### src/rtl/mem_bridge_pkg.sv
// mem_bridge_pkg: bus types shared by the CPU-side ibus/dbus ports, the memory-side
// cbus port and the bridge internals, plus request normalisation helpers.
package mem_bridge_pkg;

  typedef logic [63:0] addr_t;
  typedef logic [63:0] word_t;
  typedef logic [7:0]  strobe_t;

  typedef enum logic [2:0] {
    MSIZE1 = 3'd0,
    MSIZE2 = 3'd1,
    MSIZE4 = 3'd2,
    MSIZE8 = 3'd3
  } msize_t;

  typedef enum logic [7:0] {
    MLEN1  = 8'd0,
    MLEN2  = 8'd1,
    MLEN4  = 8'd3,
    MLEN8  = 8'd7,
    MLEN16 = 8'd15
  } mlen_t;

  typedef enum logic [1:0] {
    AXI_BURST_FIXED = 2'd0,
    AXI_BURST_INCR  = 2'd1,
    AXI_BURST_WRAP  = 2'd2
  } axi_burst_type_t;

  typedef struct packed {
    logic  valid;
    addr_t addr;
  } ibus_req_t;

  typedef struct packed {
    logic        addr_ok;
    logic        data_ok;
    logic [31:0] data;
  } ibus_resp_t;

  typedef struct packed {
    logic    valid;
    addr_t   addr;
    msize_t  size;
    strobe_t strobe;
    word_t   data;
  } dbus_req_t;

  typedef struct packed {
    logic  addr_ok;
    logic  data_ok;
    word_t data;
  } dbus_resp_t;

  typedef struct packed {
    logic            valid;
    logic            is_write;
    msize_t          size;
    addr_t           addr;
    strobe_t         strobe;
    word_t           data;
    mlen_t           len;
    axi_burst_type_t burst;
  } cbus_req_t;

  typedef struct packed {
    logic  ready;
    logic  last;
    word_t data;
  } cbus_resp_t;

  // Transaction fields held by the bridge while a memory access is in flight
  typedef struct packed {
    logic    is_write;
    msize_t  size;
    addr_t   addr;
    strobe_t strobe;
    word_t   data;
  } xact_t;

  // One-hot grant encoding: bit 1 = dbus, bit 0 = ibus
  localparam logic [1:0] GNT_NONE = 2'b00;
  localparam logic [1:0] GNT_IBUS = 2'b01;
  localparam logic [1:0] GNT_DBUS = 2'b10;

  // Instruction fetches are always 32-bit reads
  function automatic xact_t ibus_to_xact(input addr_t addr);
    xact_t x;
    x.is_write = 1'b0;
    x.size     = MSIZE4;
    x.addr     = addr;
    x.strobe   = '0;
    x.data     = '0;
    return x;
  endfunction

  // Data requests pass through; any enabled byte lane makes it a store
  function automatic xact_t dbus_to_xact(input dbus_req_t r);
    xact_t x;
    x.is_write = |r.strobe;
    x.size     = r.size;
    x.addr     = r.addr;
    x.strobe   = r.strobe;
    x.data     = r.data;
    return x;
  endfunction

endpackage

### src/rtl/mem_bridge_if.sv
// mem_bridge_if: CPU-side ibus/dbus channels and memory-side cbus channel.
// slave = bridge view, master = requester/memory view.
interface mem_bridge_if;
  import mem_bridge_pkg::*;

  ibus_req_t  ireq;
  ibus_resp_t iresp;
  dbus_req_t  dreq;
  dbus_resp_t dresp;
  cbus_req_t  creq;
  cbus_resp_t cresp;

  modport slave (
    input  ireq, dreq, cresp,
    output iresp, dresp, creq
  );

  modport master (
    output ireq, dreq, cresp,
    input  iresp, dresp, creq
  );
endinterface

### src/rtl/mem_bridge_rr_arbiter.sv
// bus_rr_arbiter: two-requester round-robin arbiter. When both request, the
// requester not granted last wins; a lone requester wins at once. The
// last-grant state only advances when the caller accepts the grant.
module bus_rr_arbiter
  import mem_bridge_pkg::*;
#(
  parameter bit FIRST_GRANT_DBUS = 1'b1
) (
  input  logic       clk,
  input  logic       rst,
  input  logic       i_req_ibus,
  input  logic       i_req_dbus,
  input  logic       i_advance,
  output logic [1:0] o_grant
);

  logic r_last_dbus;

  // Grant selection from current requests and last-grant history
  always_comb begin
    o_grant = GNT_NONE;
    if (i_req_dbus && i_req_ibus) begin
      o_grant = r_last_dbus ? GNT_IBUS : GNT_DBUS;
    end else if (i_req_dbus) begin
      o_grant = GNT_DBUS;
    end else if (i_req_ibus) begin
      o_grant = GNT_IBUS;
    end
  end

  // Remember who was granted; reset value hands the first tie to FIRST_GRANT_DBUS
  always_ff @(posedge clk or posedge rst) begin
    if (rst) begin
      r_last_dbus <= ~FIRST_GRANT_DBUS;
    end else if (i_advance && (o_grant != GNT_NONE)) begin
      r_last_dbus <= o_grant[1];
    end
  end

endmodule

### src/rtl/mem_bridge.sv
// mem_bridge: arbitrates an instruction-fetch port (ibus) and a load/store port
// (dbus) onto a single-beat memory bus (cbus). One transaction at a time:
// IDLE (grant+latch) -> BUSY (drive cbus until ready&last) -> RESP (1-cycle ok).
// Build option: MEM_BRIDGE_IBUS_PORT_EN enables the ibus port and the round-robin
// arbiter; without it only dbus is served and iresp is tied to zero.
module mem_bridge
  import mem_bridge_pkg::*;
#(
  parameter bit FIRST_GRANT_DBUS = 1'b1
) (
  input logic         clk,
  input logic         reset,
  mem_bridge_if.slave bus
);

  typedef enum logic [1:0] {
    IDLE = 2'd0,
    BUSY = 2'd1,
    RESP = 2'd2
  } state_t;

  state_t     r_state;
  state_t     w_state_nxt;
  logic [1:0] w_grant;
  logic       w_launch;
  logic       w_mem_done;
  xact_t      w_xact_sel;
  xact_t      r_xact;
  logic       r_grant_dbus;
  word_t      r_rdata;
  cbus_req_t  w_creq;
  dbus_resp_t w_dresp;
  ibus_resp_t w_iresp;

`ifdef MEM_BRIDGE_IBUS_PORT_EN
  bus_rr_arbiter #(
    .FIRST_GRANT_DBUS (FIRST_GRANT_DBUS)
  ) u_arb (
    .clk        (clk),
    .rst        (reset),
    .i_req_ibus (bus.ireq.valid),
    .i_req_dbus (bus.dreq.valid),
    .i_advance  (w_launch),
    .o_grant    (w_grant)
  );

  // Normalise the winning request into the common transaction format
  always_comb begin
    w_xact_sel = w_grant[1] ? dbus_to_xact(bus.dreq) : ibus_to_xact(bus.ireq.addr);
  end
`else
  logic w_unused_ibus;

  assign w_grant       = {bus.dreq.valid, 1'b0};
  assign w_xact_sel    = dbus_to_xact(bus.dreq);
  assign w_unused_ibus = FIRST_GRANT_DBUS ^ (^bus.ireq);
`endif

  assign w_launch   = (r_state == IDLE) && (w_grant != GNT_NONE);
  assign w_mem_done = (r_state == BUSY) && bus.cresp.ready && bus.cresp.last;

  // Bridge state register
  always_ff @(posedge clk or posedge reset) begin
    if (reset) begin
      r_state <= IDLE;
    end else begin
      r_state <= w_state_nxt;
    end
  end

  // Next-state and bus outputs; cbus is driven only from the latched transaction
  always_comb begin
    w_state_nxt     = r_state;
    w_creq          = '0;
    w_dresp         = '0;
    w_iresp         = '0;
    w_creq.is_write = r_xact.is_write;
    w_creq.size     = r_xact.size;
    w_creq.addr     = r_xact.addr;
    w_creq.strobe   = r_xact.strobe;
    w_creq.data     = r_xact.data;
    w_creq.len      = MLEN1;
    w_creq.burst    = AXI_BURST_FIXED;
    w_dresp.data    = r_rdata;
`ifdef MEM_BRIDGE_IBUS_PORT_EN
    w_iresp.data    = r_xact.addr[2] ? r_rdata[63:32] : r_rdata[31:0];
`endif
    case (r_state)
      IDLE: begin
        if (w_launch) begin
          w_state_nxt = BUSY;
        end
      end
      BUSY: begin
        w_creq.valid = 1'b1;
        if (w_mem_done) begin
          w_state_nxt = RESP;
        end
      end
      RESP: begin
        w_state_nxt = IDLE;
        if (r_grant_dbus) begin
          w_dresp.addr_ok = 1'b1;
          w_dresp.data_ok = 1'b1;
        end
`ifdef MEM_BRIDGE_IBUS_PORT_EN
        else begin
          w_iresp.addr_ok = 1'b1;
          w_iresp.data_ok = 1'b1;
        end
`endif
      end
      default: begin
        w_state_nxt = IDLE;
      end
    endcase
  end

  // Latch the granted request in IDLE and capture read data on the final beat
  always_ff @(posedge clk or posedge reset) begin
    if (reset) begin
      r_xact       <= '0;
      r_grant_dbus <= 1'b0;
      r_rdata      <= '0;
    end else begin
      if (w_launch) begin
        r_xact       <= w_xact_sel;
        r_grant_dbus <= w_grant[1];
      end
      if (w_mem_done) begin
        r_rdata <= bus.cresp.data;
      end
    end
  end

  assign bus.creq  = w_creq;
  assign bus.dresp = w_dresp;
  assign bus.iresp = w_iresp;

endmodule

### src/flat_wrapper.sv
// flat-port wrapper written by rule: the top's interface ports become plain ports
module mem_bridge_flat import mem_bridge_pkg::*;
#(
  parameter bit FIRST_GRANT_DBUS = 1'b1
)
  (clk, reset, bus_ireq, bus_dreq, bus_cresp, bus_iresp, bus_dresp, bus_creq);
  mem_bridge_if bus_i ();
  input logic clk;
  input logic reset;
  input wire logic [$bits(bus_i.ireq)-1:0] bus_ireq;
  input wire logic [$bits(bus_i.dreq)-1:0] bus_dreq;
  input wire logic [$bits(bus_i.cresp)-1:0] bus_cresp;
  output wire logic [$bits(bus_i.iresp)-1:0] bus_iresp;
  output wire logic [$bits(bus_i.dresp)-1:0] bus_dresp;
  output wire logic [$bits(bus_i.creq)-1:0] bus_creq;
  assign bus_i.ireq = bus_ireq;
  assign bus_i.dreq = bus_dreq;
  assign bus_i.cresp = bus_cresp;
  assign bus_iresp = bus_i.iresp;
  assign bus_dresp = bus_i.dresp;
  assign bus_creq = bus_i.creq;
  mem_bridge #(.FIRST_GRANT_DBUS(FIRST_GRANT_DBUS)) u_core (.clk(clk), .reset(reset), .bus(bus_i));
endmodule
### config.mk
export PLATFORM = sky130hd
export DESIGN_NAME = mem_bridge_flat
export DESIGN_NICKNAME = d
export VERILOG_FILES = /design/src/rtl/mem_bridge_pkg.sv /design/src/rtl/mem_bridge_if.sv /design/src/rtl/mem_bridge_rr_arbiter.sv /design/src/rtl/mem_bridge.sv /design/src/flat_wrapper.sv
export SDC_FILE = /design/constraint.sdc
export NUM_CORES = 1
export LEC_CHECK = 0
export CAP_MARGIN = 20
export CORE_AREA = 2 2 203 205
export DETAILED_ROUTE_END_ITERATION = 8
export DIE_AREA = 0 0 205 207
export HOLD_SLACK_MARGIN = 0.08
export PLACE_DENSITY = 0.52
export SLEW_MARGIN = 10
export SYNTH_ARGS = -nofsm -noshare
export SYNTH_HDL_FRONTEND = slang
export SYNTH_HIERARCHICAL = 1
export SYNTH_SLANG_ARGS = --single-unit
### constraint.sdc
create_clock -name clk -period 24 [get_ports clk]
set_clock_uncertainty 0.1 [all_clocks]
set_input_delay 6 -clock clk [delete_from_list [all_inputs] [get_ports clk]]
set_output_delay 6 -clock clk [all_outputs]
set_load 0.03 [all_outputs]
==> metrics.yaml <==
clocking:
  clkSlewWorstSetupHoldPaths_ns: 0.05
  clockBufferDepth: 3
  cts_hold_buf: 0
  numCtsBuffers: 27
  root_buffer: "clkbuf_16"
  cts_tree: "yes"
  cts.sinks: 207
  clock_latency_ns: 0.52
  cts_setup_buffers: 0
  ctsResizeCount: 0
  cts_max_level: 1
worst_setup_path:
  crit_required_ns: 24.30
  critPathMaxFanout: 75
  critPathArrivalTime_ns: 8.60
  cp_cell_sequence: "clkdlybuf4s50_1, nor3b_2, buf_4, mux2_2"
  slowest_stage: "buf_4"
  r2r-start: "u_core/r_state[1]$_DFFE_PP0P_"
  cp_slowest_stage_delay_ns: 0.87
  crit_start: "bus_dreq[139]"
  crit_path_start_kind: "primary input"
  cp-end-kind: "register"
  crit_type: "in2reg"
placement:
  io_buffer_count: 414
  place_congestion: 0.7148
  place_hpwl_mm: 17.23
  place_ws_ns: 15.09
hold_path:
  hp-class: "reg2reg"
  hp-start: "u_core/r_grant_dbus$_DFFE_PP0P_"
global_routing:
  track_usage_pct: 10.73
  antenna_found_initial: 1
  grt_pass1_vias: 5665
  grt_pass1_wl_mm: 35.07
  grt_max_degree: 103
  overflow: 0
synth:
  ys_seq_elements: 207
  avgSynthCellArea_um2: 16.77
  syn_inst: 494
  yosysTopAreaCellShare_pct: 62.54
  yosysTopAreaCell: "dfrtp_1"
  synthDistinctLibCells: 18
  yosys_warnings: 6
  synth_seq_area_share_pct: 62.54
  synth_area_leaders: "dfrtp_1 63%, mux2_2 19%, mux2_4 8.9%"
  syn_area_um2: 8283
pwr:
  power_frac_clock_pct: 19.0
  p_int_mw: 1.267
  sw_frac_of_total_pct: 38.85
  pwr-share-seq_pct: 29.7
  p_leak_nw: 5.737
  power_mw: 2.072
  power.switching_mw: 0.8050
  combPwrFrac_pct: 51.3
  ir_worst_vdd_mv: 0.06329
  power_density_nw_per_um2: 151.6
finish:
  diodes: 0
  final_cell_mix: "414 x clkdlybuf4s50_1, 207 x dfrtp_1, 138 x mux2_2"
  layout-drive-gt1-share_pct: 25.64
  areaGrowthSynthToFinish_pct: 65.01
  fin_nets: 1190
  finish.utilization_pct: 33.86
  final_common_cell: "clkdlybuf4s50_1"
  n_fill_cell: 4045
sta:
  post-route-period-util_pct: 34.58
  finalHoldViolCount: 0
  tightest_slew_ns: 1.020
  hold_slack_ns: 0.3792
  finalSetupTns_ns: 0
  postLayoutSetupSlackWorst_ns: 15.70
  finalSetupViolations: 0
  max_freq_mhz: 120.5
  rsz0062_at_grt: "false"
  slew_headroom_pct: 32.03
  slew_violations: 0
  period_needed_ns: 8.300
floorplan:
  row_count: 74
  die_h_um: 207
  dieArea_um2: 42440
  initial_core_util_pct: 20.52
  die_w_um: 205
  core-area_um2: 40370
  ios: 524
detailed_routing:
  drt_iter0_drc: 83
  dr_total_vias: 5430
  drc: 0
  wl_per_cell_um: 16.25
  drt-total-wl_mm: 23.86
  ant_nets: 0
  firstDrtPassIters: 4
  vias_per_cell: 3.699
run:
  maxCapViolations: 0
run_status:
  outcome: "complete, no violations"
==> metal layers <==
metal  GRT usage [%]  routed length [µm]  vias up
met5               0                  13        -
met4           3.151                 510        2
met3           4.028                2358       37
met2           18.52               11760      242
met1           12.29                9218     2677
li1                -                   -     2472
==> per-stage QoR <==
| stage | area [µm²] | instances |
|---|---|---|
| after CTS | 13640 | 1467 |
| after floorplan | 8444 | 537 |
| after global routing | 13670 | 1468 |
| after global placement | 12770 | 1419 |
| after detailed placement | 12770 | 1419 |
| final | 13670 | 1468 |
==> power by group through the flow <==
stage          combinational [mW]  sequential, mW  clock [mW]
2_1_floorplan               0.272           0.968           0
3_3_place_gp                 1.07           0.616           0
3_5_place_dp                 1.08           0.621           0
4_1_cts                      1.08           0.619       0.414
5_1_grt                      1.11           0.640       0.430
6_report                     1.06           0.615       0.395
==> final cells by class <==
type | count | area (µm²) | share of cell area (%)
clock buffers | 40 | 794.5 | 5.813
clock inverters | 8 | 77.57 | 0.5676
inverters | 2 | 15.01 | 0.1098
multi-input cells | 259 | 2726 | 19.95
flip-flops and latches | 207 | 5180 | 37.90
well taps | 532 | 665.6 | 4.870
repair buffers | 420 | 4209 | 30.79
==> worst max-delay path: cells and delay by family <==
family | cells | cell delay [ns]
buffers and inverters | 2 | 1.33
and+or+nand+nor | 1 | 0.74
muxes | 1 | 0.42
==> synthesized netlist by cell type, drive strengths merged <==
master,count
conb,1
nor2,2
nand2,2
a31oi,1
inv,2
a21o,1
buf,69
or2,1
nand3,1
dfrtp,207
mux2,203
nor4,2
nor2b,1
nor3b,1
==> sequential cells by signal, summed over array words and instances (netlist names) <==
signal / count
u_core/bus.creq: 140
u_core/r_grant_dbus: 1
u_core/r_rdata: 64
u_core/r_state: 2
==> cell families after synthesis <==
group	share of synthesized area [%]
AOI/OAI and AO/OA	0.1662
DFF	62.54
muxes	29.82
and+or+nand+nor	0.7251
other	0.04527
buffers and inverters	6.707
==> final timing paths <==
path                                                   end  slack (ns)  cells after the start
setup / recovery           u_core/bus.creq[22]$_DFFE_PP0P_       15.70                      4
hold / removal             u_core/r_grant_dbus$_DFFE_PP0P_        0.38                      1
setup reg to reg           u_core/bus.creq[22]$_DFFE_PP0P_       21.20                      3
hold reg to reg            u_core/r_grant_dbus$_DFFE_PP0P_        0.38                      1
max in group asynchronous   u_core/r_rdata[51]$_DFFE_PP0P_       15.92                      4
min in group asynchronous  u_core/bus.creq[93]$_DFFE_PP0P_        5.85                      2
(Power assumes the default switching activity.)
